## src/rtl/sft_seq.sv

```systemverilog
// sft_seq: autonomous command sequencer feeding a 74HC595-style shift engine from a Wishbone-loaded byte FIFO.
// Define SFT_SEQ_REPEAT_EN to enable the REPEAT (looping pass) feature.
module sft_seq #(
    parameter int DEPTH   = 8,
    parameter int TIMEOUT = 1024
) (
    input  logic        CLK_I,
    input  logic        RST_I,
    input  logic        SEQ_STB_I,
    input  logic        SEQ_WE_I,
    input  logic [5:0]  SEQ_ADR_I,
    input  logic [31:0] SEQ_DAT_I,
    output logic        SEQ_ACK_O,
    output logic [31:0] SEQ_DAT_O,
    output logic        SEQ_INT,
    output logic        SFT_VLD,
    output logic [1:0]  SFT_CMD,
    output logic        SFT_OEN,
    output logic [7:0]  SFT_DIN,
    input  logic        SFT_DONE
);
`ifdef SFT_SEQ_REPEAT_EN
    localparam bit REP_EN = 1'b1;
`else
    localparam bit REP_EN = 1'b0;
`endif
    localparam int AW = $clog2(DEPTH);
    localparam int TW = $clog2(TIMEOUT + 1);
    typedef enum logic [2:0] {IDLE, MR, SHIFT, STORE, OE, WAIT, FIN} state_t;
    state_t st_q, st_d;
    logic ack_q, ack_d, vld_q, vld_d, oen_q, oen_d;
    logic done_q, done_d, ovf_q, ovf_d, err_q, err_d, mask_q, mask_d, mrf_q, mrf_d, rep_q, rep_d;
    logic [31:0] dat_q, dat_d;
    logic [1:0] cmd_q, cmd_d;
    logic [7:0] din_q, din_d;
    logic [AW-1:0] rd_q, rd_d, wr_q, wr_d, srd_q, srd_d, swr_q, swr_d;
    logic [4:0] cnt_q, cnt_d, scnt_q, scnt_d;
    logic [TW-1:0] tmo_q, tmo_d;
    logic [7:0] mem [DEPTH];
    logic acc, wr_data, wr_ctrl, busy, empty, full, start, push, pop;
    logic [31:0] stat;
    logic unused_dat;
    assign unused_dat = ^SEQ_DAT_I[31:9];
    assign acc     = SEQ_STB_I & ~ack_q;
    assign wr_data = acc & SEQ_WE_I & (SEQ_ADR_I == 6'h00);
    assign wr_ctrl = acc & SEQ_WE_I & (SEQ_ADR_I == 6'h04);
    assign busy    = st_q != IDLE;
    assign empty   = cnt_q == 5'd0;
    assign full    = cnt_q == 5'(DEPTH);
    assign start   = wr_ctrl & SEQ_DAT_I[0] & ~busy;
    assign pop     = (st_q == SHIFT) & ~empty;
    // a pop in the same cycle frees the slot, so a push at full still fits
    assign push    = wr_data & (~full | pop);
    assign stat    = {21'd0, rep_q, empty, err_q, ovf_q, done_q, busy, cnt_q};
    assign SEQ_ACK_O = ack_q;
    assign SEQ_DAT_O = dat_q;
    assign SEQ_INT   = ~mask_q & (done_q | err_q);
    assign SFT_VLD   = vld_q;
    assign SFT_CMD   = cmd_q;
    assign SFT_OEN   = oen_q;
    assign SFT_DIN   = din_q;
    always_comb begin
        st_d = st_q;
        ack_d = acc;
        dat_d = (acc & ~SEQ_WE_I & (SEQ_ADR_I == 6'h08)) ? stat : 32'd0;
        vld_d = 1'b0;
        cmd_d = cmd_q;
        oen_d = oen_q;
        din_d = din_q;
        rd_d = rd_q;
        wr_d = wr_q;
        cnt_d = cnt_q;
        done_d = done_q;
        ovf_d = ovf_q;
        err_d = err_q;
        mask_d = mask_q;
        mrf_d = mrf_q;
        rep_d = rep_q;
        srd_d = srd_q;
        swr_d = swr_q;
        scnt_d = scnt_q;
        tmo_d = tmo_q;
        if (wr_ctrl) begin
            mask_d = SEQ_DAT_I[3];
            if (SEQ_DAT_I[4]) begin
                done_d = 1'b0;
                ovf_d = 1'b0;
                err_d = 1'b0;
            end
            if (SEQ_DAT_I[8] && !busy) begin
                rd_d = '0;
                wr_d = '0;
                cnt_d = '0;
            end
            if (!SEQ_DAT_I[5]) rep_d = 1'b0;
        end
        if (wr_data && !push) ovf_d = 1'b1;
        if (push) wr_d = wr_q + 1'b1;
        if (pop) begin
            rd_d = rd_q + 1'b1;
            din_d = mem[rd_q];
        end
        cnt_d = cnt_d + 5'(push) - 5'(pop);
        case (st_q)
            IDLE: if (start) begin
                mrf_d = SEQ_DAT_I[2];
                oen_d = SEQ_DAT_I[1];
                rep_d = REP_EN & SEQ_DAT_I[5];
                srd_d = rd_q;
                swr_d = wr_q;
                scnt_d = cnt_q;
                st_d = SEQ_DAT_I[2] ? MR : !empty ? SHIFT : STORE;
            end
            MR, SHIFT, STORE, OE: begin
                vld_d = 1'b1;
                cmd_d = st_q == MR ? 2'd0 : st_q == SHIFT ? 2'd1 : st_q == STORE ? 2'd2 : 2'd3;
                st_d = WAIT;
            end
            // tmo_q counts cycles since the VLD cycle; DONE is ignored during VLD itself
            WAIT: if (vld_q) tmo_d = TW'(1);
            else if (SFT_DONE) st_d = cmd_q == 2'd2 ? OE : cmd_q == 2'd3 ? FIN : cnt_d != 5'd0 ? SHIFT : STORE;
            else if (tmo_q == TW'(TIMEOUT)) begin
                err_d = 1'b1;
                rep_d = 1'b0;
                st_d = IDLE;
            end
            else tmo_d = tmo_q + 1'b1;
            FIN: begin
                done_d = 1'b1;
                st_d = IDLE;
                if (rep_d) begin
                    rd_d = srd_q;
                    wr_d = swr_q;
                    cnt_d = scnt_q;
                    st_d = mrf_q ? MR : scnt_q != 5'd0 ? SHIFT : STORE;
                end
            end
            default: st_d = IDLE;
        endcase
    end
    always_ff @(posedge CLK_I or posedge RST_I) begin
        if (RST_I) begin
            st_q <= IDLE;
            ack_q <= 1'b0;
            dat_q <= '0;
            vld_q <= 1'b0;
            cmd_q <= 2'd0;
            oen_q <= 1'b1;
            din_q <= '0;
            rd_q <= '0;
            wr_q <= '0;
            cnt_q <= '0;
            done_q <= 1'b0;
            ovf_q <= 1'b0;
            err_q <= 1'b0;
            mask_q <= 1'b1;
            mrf_q <= 1'b0;
            rep_q <= 1'b0;
            srd_q <= '0;
            swr_q <= '0;
            scnt_q <= '0;
            tmo_q <= '0;
        end else begin
            st_q <= st_d;
            ack_q <= ack_d;
            dat_q <= dat_d;
            vld_q <= vld_d;
            cmd_q <= cmd_d;
            oen_q <= oen_d;
            din_q <= din_d;
            rd_q <= rd_d;
            wr_q <= wr_d;
            cnt_q <= cnt_d;
            done_q <= done_d;
            ovf_q <= ovf_d;
            err_q <= err_d;
            mask_q <= mask_d;
            mrf_q <= mrf_d;
            rep_q <= rep_d;
            srd_q <= srd_d;
            swr_q <= swr_d;
            scnt_q <= scnt_d;
            tmo_q <= tmo_d;
        end
    end
    always_ff @(posedge CLK_I) begin
        if (push) mem[wr_q] <= SEQ_DAT_I[7:0];
    end
endmodule

```

## config.mk

```make
export PLATFORM = sky130hd
export DESIGN_NAME = sft_seq
export DESIGN_NICKNAME = d
export VERILOG_FILES = /design/src/rtl/sft_seq.sv
export SDC_FILE = /design/constraint.sdc
export NUM_CORES = 1
export LEC_CHECK = 0
export BUFFER_PORTS_ARGS = -buffer_cell sky130_fd_sc_hd__buf_2
export CORE_ASPECT_RATIO = 0.6
export CORE_UTILIZATION = 61
export CTS_CLUSTER_DIAMETER = 100
export DETAILED_ROUTE_END_ITERATION = 8
export PLACE_DENSITY = 0.85
export SETUP_SLACK_MARGIN = 0.02
export SYNTH_ARGS = -nofsm -noshare
export SYNTH_HDL_FRONTEND = slang
export SYNTH_SLANG_ARGS = --single-unit
```

## constraint.sdc

```tcl
create_clock -name CLK_I -period 7.11 [get_ports CLK_I]
set_input_delay 1.422 -clock CLK_I [delete_from_list [all_inputs] [get_ports CLK_I]]
set_output_delay 1.422 -clock CLK_I [all_outputs]
set_load 0.005 [all_outputs]
```

Word-level counts from Yosys, hierarchy flattened
Memory sizes are Yosys's and may differ from the RTL's. A register that Yosys moved wholly into a read port is not among the register bits. Cells that the tools add are included.

RAM bits: 64. Bits in registers: 58. Memories kept: 1. Logic and storage cells: 135. Output and inout port bits: 46. Input port bits: 43.

Memory list: mem (depth 8, width 8, rd ports 1, clocked after memory_dff 1, wr ports 1, line 39) `logic [7:0] mem [DEPTH];`.

Reduce and logical (&&, ||, !) cells: 20. Add/subtract/negate cells: 5. Bitwise gates (word level): 19. Muxes and demuxes: 54. Equality and inequality tests: 17.

Operators with widths (count): $mux 3 (16); $mux 11 (4); $mux 1 (23); $mux 5 (4); $pmux 3 s4 (1); $add 11x1->11 const B (1); $and 1x1->1 (11); $eq 11x11->1 const B (1); $mux 2 (5); $reduce_bool 5->1 (2); $eq 3x3->1 const B (3); $reduce_bool 2->1 (4); $add 3x1->3 const B (2); $eq 3x2->1 const B (2); $eq 6x3->1 const B (1); $eq 6x4->1 const B (1); $logic_not 6->1 (1); $ne 2x2->1 const B (3); $not 1->1 (6); $reduce_and 2->1 (3); $reduce_and 3->1 (2); $add 5x1->5 (1); $eq 5x4->1 const B (1); $logic_not 5->1 (1); other kinds (12) (16).

Depth between registers and ports, before layout
Depth in word-level cells: 14. Mapped depth: 14. Depth with buffers taken out: 13.

Least setup slack after synthesis
OpenSTA, ideal clock, no wires.

Path kind: input-to-reg. Start: input port SEQ_ADR_I[1]. End: register cnt_q[4]. Stages: 13. Path buffers: 0. Setup slack: 3.073 ns. Required time: 6.985 ns. Arrival: 3.913 ns. Cell sequence: nor4_2 > nand4_1 > nand2_1 > ha_1 > inv_1 > ha_1 > inv_1 > fa_1 > nand2b_1 > a21oi_1 > o21a_1 > o31ai_1 > mux2_2.

Longest elaborated chain between the ends: 7.

Ends and longest elaborated chain: start: declaration (line 11) `input logic [5:0] SEQ_ADR_I,`; $eq 6x3->1 / $logic_not 6->1 (equally long branches) (line 46, 45); $and 1x1->1 (on tied branches) (line 46, 45); $mux 5 / $and 1x1->1 (equally long branches) (line 83, 53); $add 5x1->5 (line 103) `cnt_d = cnt_d + 5'(push) - 5'(pop);`; $sub 5x1->5 (line 103); $mux 5 (line 131) `if (rep_d) begin`; $mux 5 * (line 104) `case (st_q)`; net cnt_d[4] (line 37) `logic [4:0] cnt_q, cnt_d, scnt_q, scnt_d;`; end signal: assignment (line 173) `cnt_q <= cnt_d;`; end: declaration (line 37).

The timed path passes the listed nets; every way through them passes the cells marked *. A chain may end at the register's enable or synchronous reset.

Final worst setup path
Start: input port SEQ_ADR_I[1]. End: register st_q[0].

Longest elaborated chain between the ends: 12.

Ends and longest elaborated chain: $eq 6x3->1 / $logic_not 6->1 (equally long branches) (line 46, 45); $and 1x1->1 (on tied branches) (line 46, 45); $mux 5 / $and 1x1->1 (equally long branches) (line 83, 53); $add 5x1->5 (line 103); $sub 5x1->5 (line 103); $reduce_bool 5->1 (line 121) `else if (SFT_DONE) st_d = cmd_q == 2'd2 ? OE : cmd_q == 2'd3 ? FIN : cnt_d != 5'd0 ? SHIFT : STORE;`; $mux 1 (line 121); $mux 3 (3 in a row) (line 121); $mux 3 (line 120) `WAIT: if (vld_q) tmo_d = TW'(1);`; $pmux 3 s4 (line 104); end signal: assignment (line 164) `st_q <= st_d;`; end: declaration (line 30) `state_t st_q, st_d;`.

Parallel ways exist; a longest one is shown, timed or not. The select of a mux whose other input is x is not followed.

==> flow_metrics.py <==
metrics = {
    "outcome": {
        "outcome": "complete, no violations",
    },
    "setup_path": {
        "cp-start-kind": "input port",
        "reg2reg_from": "cnt_q[1]",
        "path_class": "input port to flop",
        "crit_required_ps": 7450,
        "cp.arrival_ps": 4860,
        "startpoint": "SEQ_ADR_I[1]",
        "crit_path_max_fanout": 8,
        "end_kind": "flop",
    },
    "routing": {
        "first_pass_iters": 5,
        "drc": 0,
        "viasPerCell": 6.066,
        "avgRoutedWirePerCell_um": 19.75,
        "drt_iter0_markers": 407,
        "wl_um": 12580,
        "antenna_left": 0,
        "vias": 3864,
    },
    "synth": {
        "ys_types": 61,
        "synth_xor_area_frac": 0.01485,
        "yosys.area_share.simple": 0.1229,
        "synth.avg_cell_area_sq_um": 13.22,
        "synth_flop_cell": "edfxtp_1",
        "ys_seq_elements": 130,
        "synth_edf_count": 64,
        "synth_adder_area_share": 0.02037,
        "netlist_area_sq_um": 5897,
        "synth_top_family_by_area": "simple AND/OR/NAND/NOR gates",
        "async_reset_ff_frac": 0.5077,
        "postSynthCellCount": 446,
        "synthMuxAreaShare": 0.1114,
        "synth_compound_area_frac": 0.07044,
        "synth-warning-count": 0,
        "synth.yosys.seq_area_share": 0.6064,
    },
    "floorplanning": {
        "initial_core_util": 0.6347,
        "die_h_um": 78.16,
        "core_area_sq_um": 9290,
        "die-width_um": 128.9,
        "ios": 89,
        "rows": 27,
        "die_area_sq_um": 10080,
    },
    "sta": {
        "setup_tns_ps": 0,
        "max_slew.worst_pin.slew_ps": 1170,
        "fin_crit_ps": 4518,
        "hold_viol_final": 0,
        "setup_slack_ps": 2592,
        "drv_slew": 0,
        "holdWs_ps": 470.0,
        "finalSetupViolations": 0,
        "relSlewSlack": 0.2201,
        "rsz0062_at_grt": "no",
        "period_share": 0.6354,
        "finClkSkew_ps": 5.944,
        "fmax_mhz": 221.4,
    },
    "layout": {
        "final_util": 0.7329,
        "syn2layout_area_growth_pct": 15.47,
        "drive_above_1_share": 0.2406,
        "fill_cells": 580,
        "diodes": 0,
        "final_cell_mix": "dfrtp_1, edfxtp_1, buf_2, nand2_1, o21ai_0",
        "regArea_sq_um": 3576,
        "multiInputGateArea_sq_um": 2083,
        "nets": 546,
    },
    "job": {
        "drv_cap": 0,
    },
    "grt": {
        "antenna_found_initial": 0,
        "grt_pass1_vias": 3859,
        "gr-total-overflow": 0,
        "grt_pass1_wl_um": 20660,
        "grt_max_degree": 67,
        "grt_usage": 0.2839,
    },
    "power": {
        "combinationalPowerShare": 0.199,
        "p_seq_frac": 0.400,
        "power.density_nw_per_um2": 364.6,
        "p_int_mw": 1.788,
        "clkPwrFrac": 0.401,
        "power_switching_uw": 694.9,
        "irDropWorstVdd_v": 0.0002172,
        "power_mw": 2.483,
        "p_leak_nw": 2.838,
        "switching_share": 0.2799,
    },
    "min_path": {
        "hp-class": "flop to flop",
        "hp-start": "SEQ_ACK_O",
    },
    "cts": {
        "post-cts-setup-buffers": 0,
        "clk_path_buf_depth": 2,
        "clkTransAtPathRegs_ps": 50,
        "cts_tree": "built",
        "clock-sinks": 130,
        "worstSkewPairLatency_ps": 420,
        "cts_resized": 0,
        "htreeDepth": 4,
        "root_buffer": "clkbuf_16",
        "cts_buffers": 17,
        "cts_hold_buf": 0,
    },
    "placement": {
        "place_ws_ps": 2421,
        "gp_congestion": 0.8206,
        "io_buffers": 44,
        "dp.final_hpwl_um": 7919,
    },
}
==> stage by stage <==
step | instance area, sq um | std cells
2_1_floorplan | 5972 | 466
3_3_place_gp | 6140 | 605
3_5_place_dp | 6140 | 605
4_1_cts | 6809 | 637
5_1_grt | 6809 | 637
6_report | 6809 | 637
==> Yosys cell counts (2+ instances only) <==
library cell  instances  area, sq um
nor3_1                7        35.03
clkbuf_1             10        37.54
nor3b_1               2        15.01
a31oi_1               4        25.02
xnor2_1               3        26.28
o31ai_1               4        30.03
buf_1                 3        11.26
or4_1                 2        15.01
and3_1                5        31.28
ha_1                  8        100.1
buf_2                 4        20.02
o21a_1                2        15.01
buf_4                21        157.7
a21o_1                2        15.01
nand3_1               5        25.02
edfxtp_1             64         1922
nor4_1                6        37.54
o211ai_1              4        30.03
mux2i_1               9        90.09
nor2_1               23        86.33
nor2b_1               2        12.51
nand2_1              38        142.6
dfrtp_1              64         1602
and4_1                4        35.03
or3_1                 3        18.77
buf_6                 3        33.78
o21ai_0              27        135.1
xor2_1                7        61.31
and2_1               14        87.58
dfstp_2               2        52.55
a21oi_1              10        50.05
mux4_2               16        360.4
mux2_2               17        191.4
nor4b_1               5        43.79
nand2b_1              4        25.02
inv_1                14        52.55
o2111ai_1             4        35.03
==> final timing paths <==
path | to | slack (ps) | cells past startpoint
setup / recovery | st_q[0] | 2590 | 14
max in group asynchronous | cnt_q[2] | 5270 | 3
hold / removal | SEQ_ACK_O | 470 | 1
min in group asynchronous | tmo_q[7] | 1260 | 3
setup reg to reg | st_q[0] | 3270 | 13
hold reg to reg | SEQ_ACK_O | 470 | 1
==> kinds of logic (layout without fill, tap and decap cells) <==
logic type,Yosys count,in the layout
buffers and inverters,55,96
multiplexers,43,43
AO/OA/AOI/OAI,66,66
adder cells (fa/ha/maj),9,9
flip-flops,130,130
AND/OR/NAND/NOR,132,132
XOR/XNOR,10,10
other,1,21
==> critical path, stage by stage <==
cell     delay (ps)
buf_2           110
nor4_2          610
nand4_1         460
nand2_1         180
ha_1            240
inv_1            70
ha_1            180
inv_1            60
fa_1            450
xnor2_1         190
nor4b_1         460
and3_1          240
o31ai_1          60
o21ai_0         130
==> layout make-up <==
cell class,count,share of cell area
flip-flops and latches,130,0.5252
repair buffers,50,0.03896
clock buffers,18,0.06303
clock inverters,14,0.03528
well taps,130,0.02389
inverters,14,0.007718
multi-input cells,281,0.3060
==> state kept, by name, summed over array words and instances (netlist names), 2 cells and up <==
register	flops
tmo_q	11
SFT_CMD	2
scnt_q	5
SFT_DIN	8
st_q	3
SEQ_DAT_O	11
swr_q	3
wr_q	3
cnt_q	5
rd_q	3
srd_q	3
mem	64
==> per-layer routing <==
layer | routed length, um | GRT usage
met5 | 0 | 0
met4 | 200 | 0.08471
met3 | 940 | 0.09202
met2 | 5893 | 0.4216
met1 | 5548 | 0.4021
==> power groups by stage <==
stage	Clock, mW	Combinational (mW)	Sequential, mW
4_1_cts	1.00	0.490	0.994
3_5_place_dp	0	0.479	1.01
5_1_grt	1.04	0.552	1.01
3_3_place_gp	0	0.456	0.998
2_1_floorplan	0	0.427	0.929
6_report	0.995	0.494	0.994
Power figures use the tool's default switching activity.
